[src/rtl/spike_event_packer_pkg.sv]
// Shared definitions for the spike event packer: event word layout,
// scan FSM encoding and the word packing helper.
package spike_pkg;

    localparam int EVT_W     = 8;
    localparam int SPIKE_BIT = 7;
    localparam int CLASS_MSB = 6;
    localparam int CLASS_LSB = 5;
    localparam int CH_MSB    = 4;

    // Widest channel index the word can carry (32 channels).
    localparam int CH_W      = CH_MSB + 1;

    typedef enum logic {
        IDLE = 1'b0,
        SCAN = 1'b1
    } scan_state_t;

    // Build one event word: [7]=spike, [6:5]=class, [4:0]=channel index.
    function automatic logic [EVT_W-1:0] pack_event(input logic            spike,
                                                    input logic [1:0]      cls,
                                                    input logic [CH_W-1:0] ch);
        logic [EVT_W-1:0] word;
        word                       = '0;
        word[SPIKE_BIT]            = spike;
        word[CLASS_MSB:CLASS_LSB]  = cls;
        word[CH_MSB:0]             = ch;
        return word;
    endfunction

endpackage

[src/rtl/spike_event_packer_if.sv]
// Byte-wide event output stream.
// Handshake: a word transfers on a clock edge where out_valid and out_ready
// are both high. The master holds out_data stable while out_valid is high and
// out_ready is low; out_ready while out_valid is low has no effect.
interface spike_event_packer_if;
    import spike_pkg::*;

    logic [EVT_W-1:0] out_data;
    logic             out_valid;
    logic             out_ready;

    modport master (
        output out_data,
        output out_valid,
        input  out_ready
    );

    modport slave (
        input  out_data,
        input  out_valid,
        output out_ready
    );

endinterface

[src/rtl/spike_event_packer_fifo.sv]
// Synchronous first-word-fall-through FIFO. Pointers carry one extra wrap bit
// so full and empty are told apart without a separate counter. A push while
// full is refused even if a pop happens in the same cycle.
module sync_fifo #(
    parameter int WIDTH = 8,
    parameter int DEPTH = 8
) (
    input  logic                     clk,
    input  logic                     rst,
    input  logic                     push,
    input  logic [WIDTH-1:0]         push_data,
    input  logic                     pop,
    output logic [WIDTH-1:0]         head_data,
    output logic                     full,
    output logic                     empty,
    output logic [$clog2(DEPTH):0]   level
);

    localparam int AW = $clog2(DEPTH);

    logic [WIDTH-1:0] mem [DEPTH];
    logic [AW:0]      wptr;
    logic [AW:0]      rptr;
    logic             do_push;
    logic             do_pop;

    assign full      = (wptr[AW] != rptr[AW]) && (wptr[AW-1:0] == rptr[AW-1:0]);
    assign empty     = (wptr == rptr);
    assign level     = wptr - rptr;
    assign head_data = mem[rptr[AW-1:0]];
    assign do_push   = push & ~full;
    assign do_pop    = pop & ~empty;

    // Storage and pointer update; reset clears the array so the head reads 0.
    always_ff @(posedge clk) begin
        if (rst) begin
            wptr <= '0;
            rptr <= '0;
            for (int i = 0; i < DEPTH; i++) begin
                mem[i] <= '0;
            end
        end else begin
            if (do_push) begin
                mem[wptr[AW-1:0]] <= push_data;
                wptr              <= wptr + 1'b1;
            end
            if (do_pop) begin
                rptr <= rptr + 1'b1;
            end
        end
    end

endmodule

[src/rtl/spike_event_packer.sv]
// Snapshots the per-channel spike/event arrays on each sample_valid strobe,
// walks the channels one per cycle in ascending order and queues one event
// word for every active channel. Dropped words and dropped frames are counted
// and flagged so loss is always visible.
module spike_event_packer
    import spike_pkg::*;
#(
    parameter int NUM_UNITS  = 4,
    parameter int FIFO_DEPTH = 8
) (
    input  logic                        clk,
    input  logic                        rst,
    input  logic [NUM_UNITS-1:0]        spike_detection_array,
    input  logic [2*NUM_UNITS-1:0]      event_out_array,
    input  logic                        sample_valid,
    input  logic                        clear_flags,
    output logic [$clog2(FIFO_DEPTH):0] fifo_level,
    output logic                        busy,
    output logic                        overflow,
    output logic                        frame_overrun,
    output logic [7:0]                  drop_count,
    output scan_state_t                 state_dbg,
    spike_event_packer_if.master        out_bus
);

    localparam logic [CH_W-1:0] LAST_IDX = CH_W'(NUM_UNITS - 1);

    scan_state_t      state_q;
    scan_state_t      state_d;
    logic [CH_W-1:0]  idx_q;

    // Snapshots are widened to the full 32-channel range so the 5-bit scan
    // index always addresses a real bit.
    logic [31:0]      spk_q;
    logic [63:0]      evt_q;

    logic             cur_spike;
    logic [1:0]       cur_cls;
    logic             cur_active;
    logic [EVT_W-1:0] push_word;
    logic             push;
    logic             pop;
    logic             fifo_full;
    logic             fifo_empty;

    logic             frame_drop;
    logic             push_drop;
    logic [1:0]       drop_inc;
    logic [7:0]       drop_base;
    logic [8:0]       drop_sum;
    logic [7:0]       drop_next;

    assign cur_spike  = spk_q[idx_q];
    assign cur_cls    = evt_q[{idx_q, 1'b0} +: 2];
    assign cur_active = cur_spike | (cur_cls != 2'b00);
    assign push_word  = pack_event(cur_spike, cur_cls, idx_q);

    assign busy       = (state_q == SCAN);
    assign state_dbg  = state_q;

    assign out_bus.out_valid = ~fifo_empty;
    assign pop               = out_bus.out_valid & out_bus.out_ready;

    // A new strobe during a scan loses that whole frame; a push into a full
    // FIFO loses that word. Both can happen in the same cycle.
    assign frame_drop = sample_valid & busy;
    assign push_drop  = push & fifo_full;
    assign drop_inc   = {1'b0, frame_drop} + {1'b0, push_drop};

    // Clear is applied before this cycle's drops, then the count saturates.
    assign drop_base  = clear_flags ? 8'd0 : drop_count;
    assign drop_sum   = {1'b0, drop_base} + {7'd0, drop_inc};
    assign drop_next  = drop_sum[8] ? 8'hFF : drop_sum[7:0];

    // Scan FSM state register.
    always_ff @(posedge clk) begin
        if (rst) begin
            state_q <= IDLE;
        end else begin
            state_q <= state_d;
        end
    end

    // Next state and push request: one channel is examined per SCAN cycle.
    always_comb begin
        state_d = state_q;
        push    = 1'b0;
        case (state_q)
            IDLE: begin
                if (sample_valid) begin
                    state_d = SCAN;
                end
            end
            SCAN: begin
                push = cur_active;
                if (idx_q == LAST_IDX) begin
                    state_d = IDLE;
                end
            end
            default: state_d = IDLE;
        endcase
    end

    // Latch the input arrays on an accepted strobe and step the scan index.
    always_ff @(posedge clk) begin
        if (rst) begin
            spk_q <= '0;
            evt_q <= '0;
            idx_q <= '0;
        end else if ((state_q == IDLE) && sample_valid) begin
            spk_q <= 32'(spike_detection_array);
            evt_q <= 64'(event_out_array);
            idx_q <= '0;
        end else if (state_q == SCAN) begin
            idx_q <= idx_q + 1'b1;
        end
    end

    // Sticky loss flags and the saturating drop counter.
    always_ff @(posedge clk) begin
        if (rst) begin
            overflow      <= 1'b0;
            frame_overrun <= 1'b0;
            drop_count    <= '0;
        end else begin
            overflow      <= (overflow & ~clear_flags) | push_drop;
            frame_overrun <= (frame_overrun & ~clear_flags) | frame_drop;
            drop_count    <= drop_next;
        end
    end

    sync_fifo #(
        .WIDTH (EVT_W),
        .DEPTH (FIFO_DEPTH)
    ) u_fifo (
        .clk       (clk),
        .rst       (rst),
        .push      (push),
        .push_data (push_word),
        .pop       (pop),
        .head_data (out_bus.out_data),
        .full      (fifo_full),
        .empty     (fifo_empty),
        .level     (fifo_level)
    );

endmodule

[src/flat_wrapper.sv]
// flat-port wrapper written by rule: the top's interface ports become plain ports
module spike_event_packer_flat import spike_pkg::*;
#(
    parameter int NUM_UNITS  = 4,
    parameter int FIFO_DEPTH = 8
)
  (clk, rst, spike_detection_array, event_out_array, sample_valid, clear_flags, fifo_level, busy, overflow, frame_overrun, drop_count, state_dbg, out_bus_out_data, out_bus_out_valid, out_bus_out_ready);
  spike_event_packer_if out_bus_i ();
  input  logic clk;
  input  logic rst;
  input  logic [NUM_UNITS-1:0] spike_detection_array;
  input  logic [2*NUM_UNITS-1:0] event_out_array;
  input  logic sample_valid;
  input  logic clear_flags;
  output logic [$clog2(FIFO_DEPTH):0] fifo_level;
  output logic busy;
  output logic overflow;
  output logic frame_overrun;
  output logic [7:0] drop_count;
  output scan_state_t state_dbg;
  output wire logic [$bits(out_bus_i.out_data)-1:0] out_bus_out_data;
  output wire logic [$bits(out_bus_i.out_valid)-1:0] out_bus_out_valid;
  input wire logic [$bits(out_bus_i.out_ready)-1:0] out_bus_out_ready;
  assign out_bus_out_data = out_bus_i.out_data;
  assign out_bus_out_valid = out_bus_i.out_valid;
  assign out_bus_i.out_ready = out_bus_out_ready;
  spike_event_packer #(.NUM_UNITS(NUM_UNITS), .FIFO_DEPTH(FIFO_DEPTH)) u_core (.clk(clk), .rst(rst), .spike_detection_array(spike_detection_array), .event_out_array(event_out_array), .sample_valid(sample_valid), .clear_flags(clear_flags), .fifo_level(fifo_level), .busy(busy), .overflow(overflow), .frame_overrun(frame_overrun), .drop_count(drop_count), .state_dbg(state_dbg), .out_bus(out_bus_i));
endmodule
[config.mk]
export PLATFORM = sky130hd
export DESIGN_NAME = spike_event_packer_flat
export DESIGN_NICKNAME = d
export VERILOG_FILES = /design/src/rtl/spike_event_packer_pkg.sv /design/src/rtl/spike_event_packer_if.sv /design/src/rtl/spike_event_packer_fifo.sv /design/src/rtl/spike_event_packer.sv /design/src/flat_wrapper.sv
export SDC_FILE = /design/constraint.sdc
export NUM_CORES = 1
export LEC_CHECK = 0
export ABC_AREA = 0
export BUFFER_PORTS_ARGS = -buffer_cell sky130_fd_sc_hd__buf_2
export CAP_MARGIN = 0
export CORE_UTILIZATION = 63
export DETAILED_ROUTE_END_ITERATION = 8
export GPL_TIMING_DRIVEN = 1
export HOLD_SLACK_MARGIN = 0.12
export PLACE_DENSITY = 0.84
export SETUP_SLACK_MARGIN = 0.5
export SLEW_MARGIN = 20
export SYNTH_ARGS = -nofsm -noshare
export SYNTH_HDL_FRONTEND = slang
export SYNTH_SLANG_ARGS = --single-unit
[constraint.sdc]
create_clock -name clk -period 5.7 [get_ports clk]
set_input_delay 0.855 -clock clk [delete_from_list [all_inputs] [get_ports clk]]
set_output_delay 0.855 -clock clk [all_outputs]
set_load 0.02 [all_outputs]
==> reports/metrics.cfg <==
[floorplanning]
core_um2=6870
die_area_um2=7530
die_y_um=86.8
boundaryPins=42
die_w_um=86.8
rows=30
start_util_pct=65.9

[synth]
seq_area_frac_synth_pct=59.7
synth.cell_area_um2=4530
syn_area_per_cell_um2=12.2
ys_top_cells_by_area=edfxtp_1 (42%), dfxtp_1 (17%), mux4_2 (9.5%), nor2_1 (5.0%), nand2_1 (3.4%)
ys.flop_type=edfxtp_1
async_flop_share_pct=0
synth_seq_cells=103
yosys_warnings=0
synth-edff-count=64
netlist.top_cell.by_area=edfxtp_1
synth_top_area_share_pct=42.5
synth_cell_types=44
syn_inst=371

[timing]
relSlewSlack_pct=49.7
min_period_ns=3.04
setup_viol=0
fmax_ghz=0.329
rsz0062_at_grt=false
tightest_slew_ns=0.755
min_period_over_period_pct=53.3
timing.final.ws_setup_ns=2.66
drv_slew=0
hold_viol_final=0
fin_tns_setup_ns=0
skew_ns=0.0112

[clocking]
tritoncts=yes
post_cts_resized=0
postCtsSetupBuffers=0
clk_latency_ns=0.36
ctsHtreeMaxLevel=3
cts_hold_buf=0
clockBufferDepth=2
cts_sinks=103
cts_root_buf=clkbuf_8
cts_buffers=9
clk_pin_slew_ns=0.10

[routing]
drt_iter0_drc=215
drt-total-wl_um=8550
post_drt_via_cell_ratio=5.48
drt_drc_violations_left=0
detail-route-antenna-nets=0
num_vias=2900
first_pass_iters=4
detail_route.wl_per_cell_um=16.2

[final_layout]
multi_input_area_um2=1760
final_util_pct=73.4
drive_above_1_share_pct=21.5
nNetsFinal=454
seqCellArea_um2=2700
antenna_cells=0
nFillCells=480
syn2layout_area_growth_pct=11.4

[placed_design]
place_congestion=0.828
place_ws_ns=2.68
hpwl_um=5990
portBuffers=41

[worst_setup_path]
cp_max_fo=9
worstSetupStartpointType=register
worstPathRequired_ns=5.98
arrival_ns=3.32
path_class=reg2reg
end_kind=register

[global_route]
grt_pass1_wl_um=13800
first_global_vias=2910
grt_max_degree=44
gr-usage-all-layers_pct=25.1
overflow=0
antenna_found_initial=0

[power_and_ir_drop]
powerDensity_nw_per_um2=295
p_leak_nw=1.89
ir_worst_vdd_mv=0.166

[worst_hold_path]
hold_class=reg2reg

[outcome]
status=finished clean

[run]
cap_violations=0

## layout by cell type, fill, tap and decap left out, types with 3 or more instances in the layout
cell type	count
xor2_1	6
nor2b_1	4
nor2_1	60
mux4_2	19
inv_6	3
o21ai_0	6
nand2_1	41
buf_2	41
mux2_2	8
xnor2_1	8
dfxtp_1	38
nand4_1	3
a21o_1	5
clkbuf_8	9
ha_1	7
edfxtp_1	64
inv_1	14
conb_1	24
nor3_1	5
a31o_2	5
nand3_1	10
a21oi_1	23
## registers in the layout, summed over array words and instances (netlist names), named ones only
signal and cells:
u_core.u_fifo.mem 64, u_core.drop_count 8, u_core.evt_q 8, u_core.idx_q 5, u_core.spk_q 4, u_core.u_fifo.rptr 4, u_core.u_fifo.wptr 4, u_core.busy 1
u_core.frame_overrun 1, u_core.overflow 1
## cell usage after synthesis (2+ instances only)
cell	count
nand2b_1	2
buf_6	2
or3_1	2
edfxtp_1	64
dfxtp_1	39
a21o_1	5
buf_1	4
a31o_2	5
xor2_1	6
mux4_2	19
fa_1	2
buf_2	3
o21ai_0	6
nor3_1	5
nor2b_1	4
nand4_1	3
nor2_1	60
a31oi_1	2
nand3_1	10
inv_1	14
a21oi_1	23
o21a_1	2
mux2_2	8
mux2i_1	2
clkbuf_1	6
xnor2_1	8
nand2_1	41
o211ai_1	2
ha_1	7
## layer usage
| metal | GRT usage (%) | wire, µm | up-vias |
|---|---|---|---|
| li1 | - | - | 1411 |
| met1 | 29.9 | 3450 | 1392 |
| met2 | 44.7 | 4550 | 83 |
| met3 | 5.33 | 354 | 14 |
| met4 | 9.39 | 187 | 0 |
| met5 | 0 | 0 | - |
## cell families (layout without fill, tap and decap cells)
family | count (synthesis) | after routing | share of synthesized area (%)
adders and majority gates | 9 | 9 | 2.82
xor gates and xnor gates | 14 | 14 | 2.71
other | 1 | 24 | 0.0828
buffers and inverters | 32 | 71 | 3.34
DFF | 103 | 103 | 59.7
muxes | 29 | 29 | 11.9
and+or+nand+nor | 135 | 135 | 12.8
AOI/OAI and AO/OA | 48 | 48 | 6.63
## power breakdown
group	leakage [nW]	switching, mW	total [mW]	internal (mW)
Sequential	0.966	0.0287	0.854	0.825
Clock	0.101	0.251	0.459	0.208
Combinational	0.823	0.0961	0.173	0.0765
Total	1.89	0.376	1.49	1.11
## stage by stage
| stage | instances | hold slack (ns) | power [mW] | area (µm²) |
|---|---|---|---|---|
| after CTS | 529 | 0.460 | 1.50 | 5040 |
| after floorplan | 394 | 0.433 | 0.997 | 4610 |
| after global placement | 513 | 0.440 | 1.04 | 4840 |
| after detailed placement | 513 | 0.446 | 1.04 | 4840 |
| after global routing | 529 | 0.487 | 1.55 | 5040 |
| final | 529 | 0.459 | 1.49 | 5040 |
## worst max-delay path, stage by stage, from the launching register on
cell and delay (ns):
dfxtp_1 0.49, inv_1 0.12, ha_1 0.32, nand3_1 0.19, nor2_1 0.14, nand3_1 0.13, fa_1 0.44, inv_1 0.08
ha_1 0.20, nand4_1 0.18, or3_1 0.50, a21oi_1 0.17
## cell type report
cell class | instances | area share, %
Inverter | 14 | 1.04
Multi-Input combinational cell | 259 | 34.9
Sequential cell | 103 | 53.6
Timing Repair Buffer | 41 | 4.07
Clock inverter | 7 | 1.54
Clock buffer | 9 | 2.46
Tap cell | 96 | 2.38
## final timing paths
| check | cells past startpoint | startpoint | slack (ns) | to |
|---|---|---|---|---|
| max reg2reg | 11 | u_core.u_fifo.wptr[0] | 2.66 | u_core.drop_count[1] |
| max | 11 | u_core.u_fifo.wptr[0] | 2.66 | u_core.drop_count[1] |
| min reg2reg | 2 | u_core.evt_q[6] | 0.46 | u_core.evt_q[6] |
| min | 2 | u_core.evt_q[6] | 0.46 | u_core.evt_q[6] |
Power figures use the tool's default switching activity.
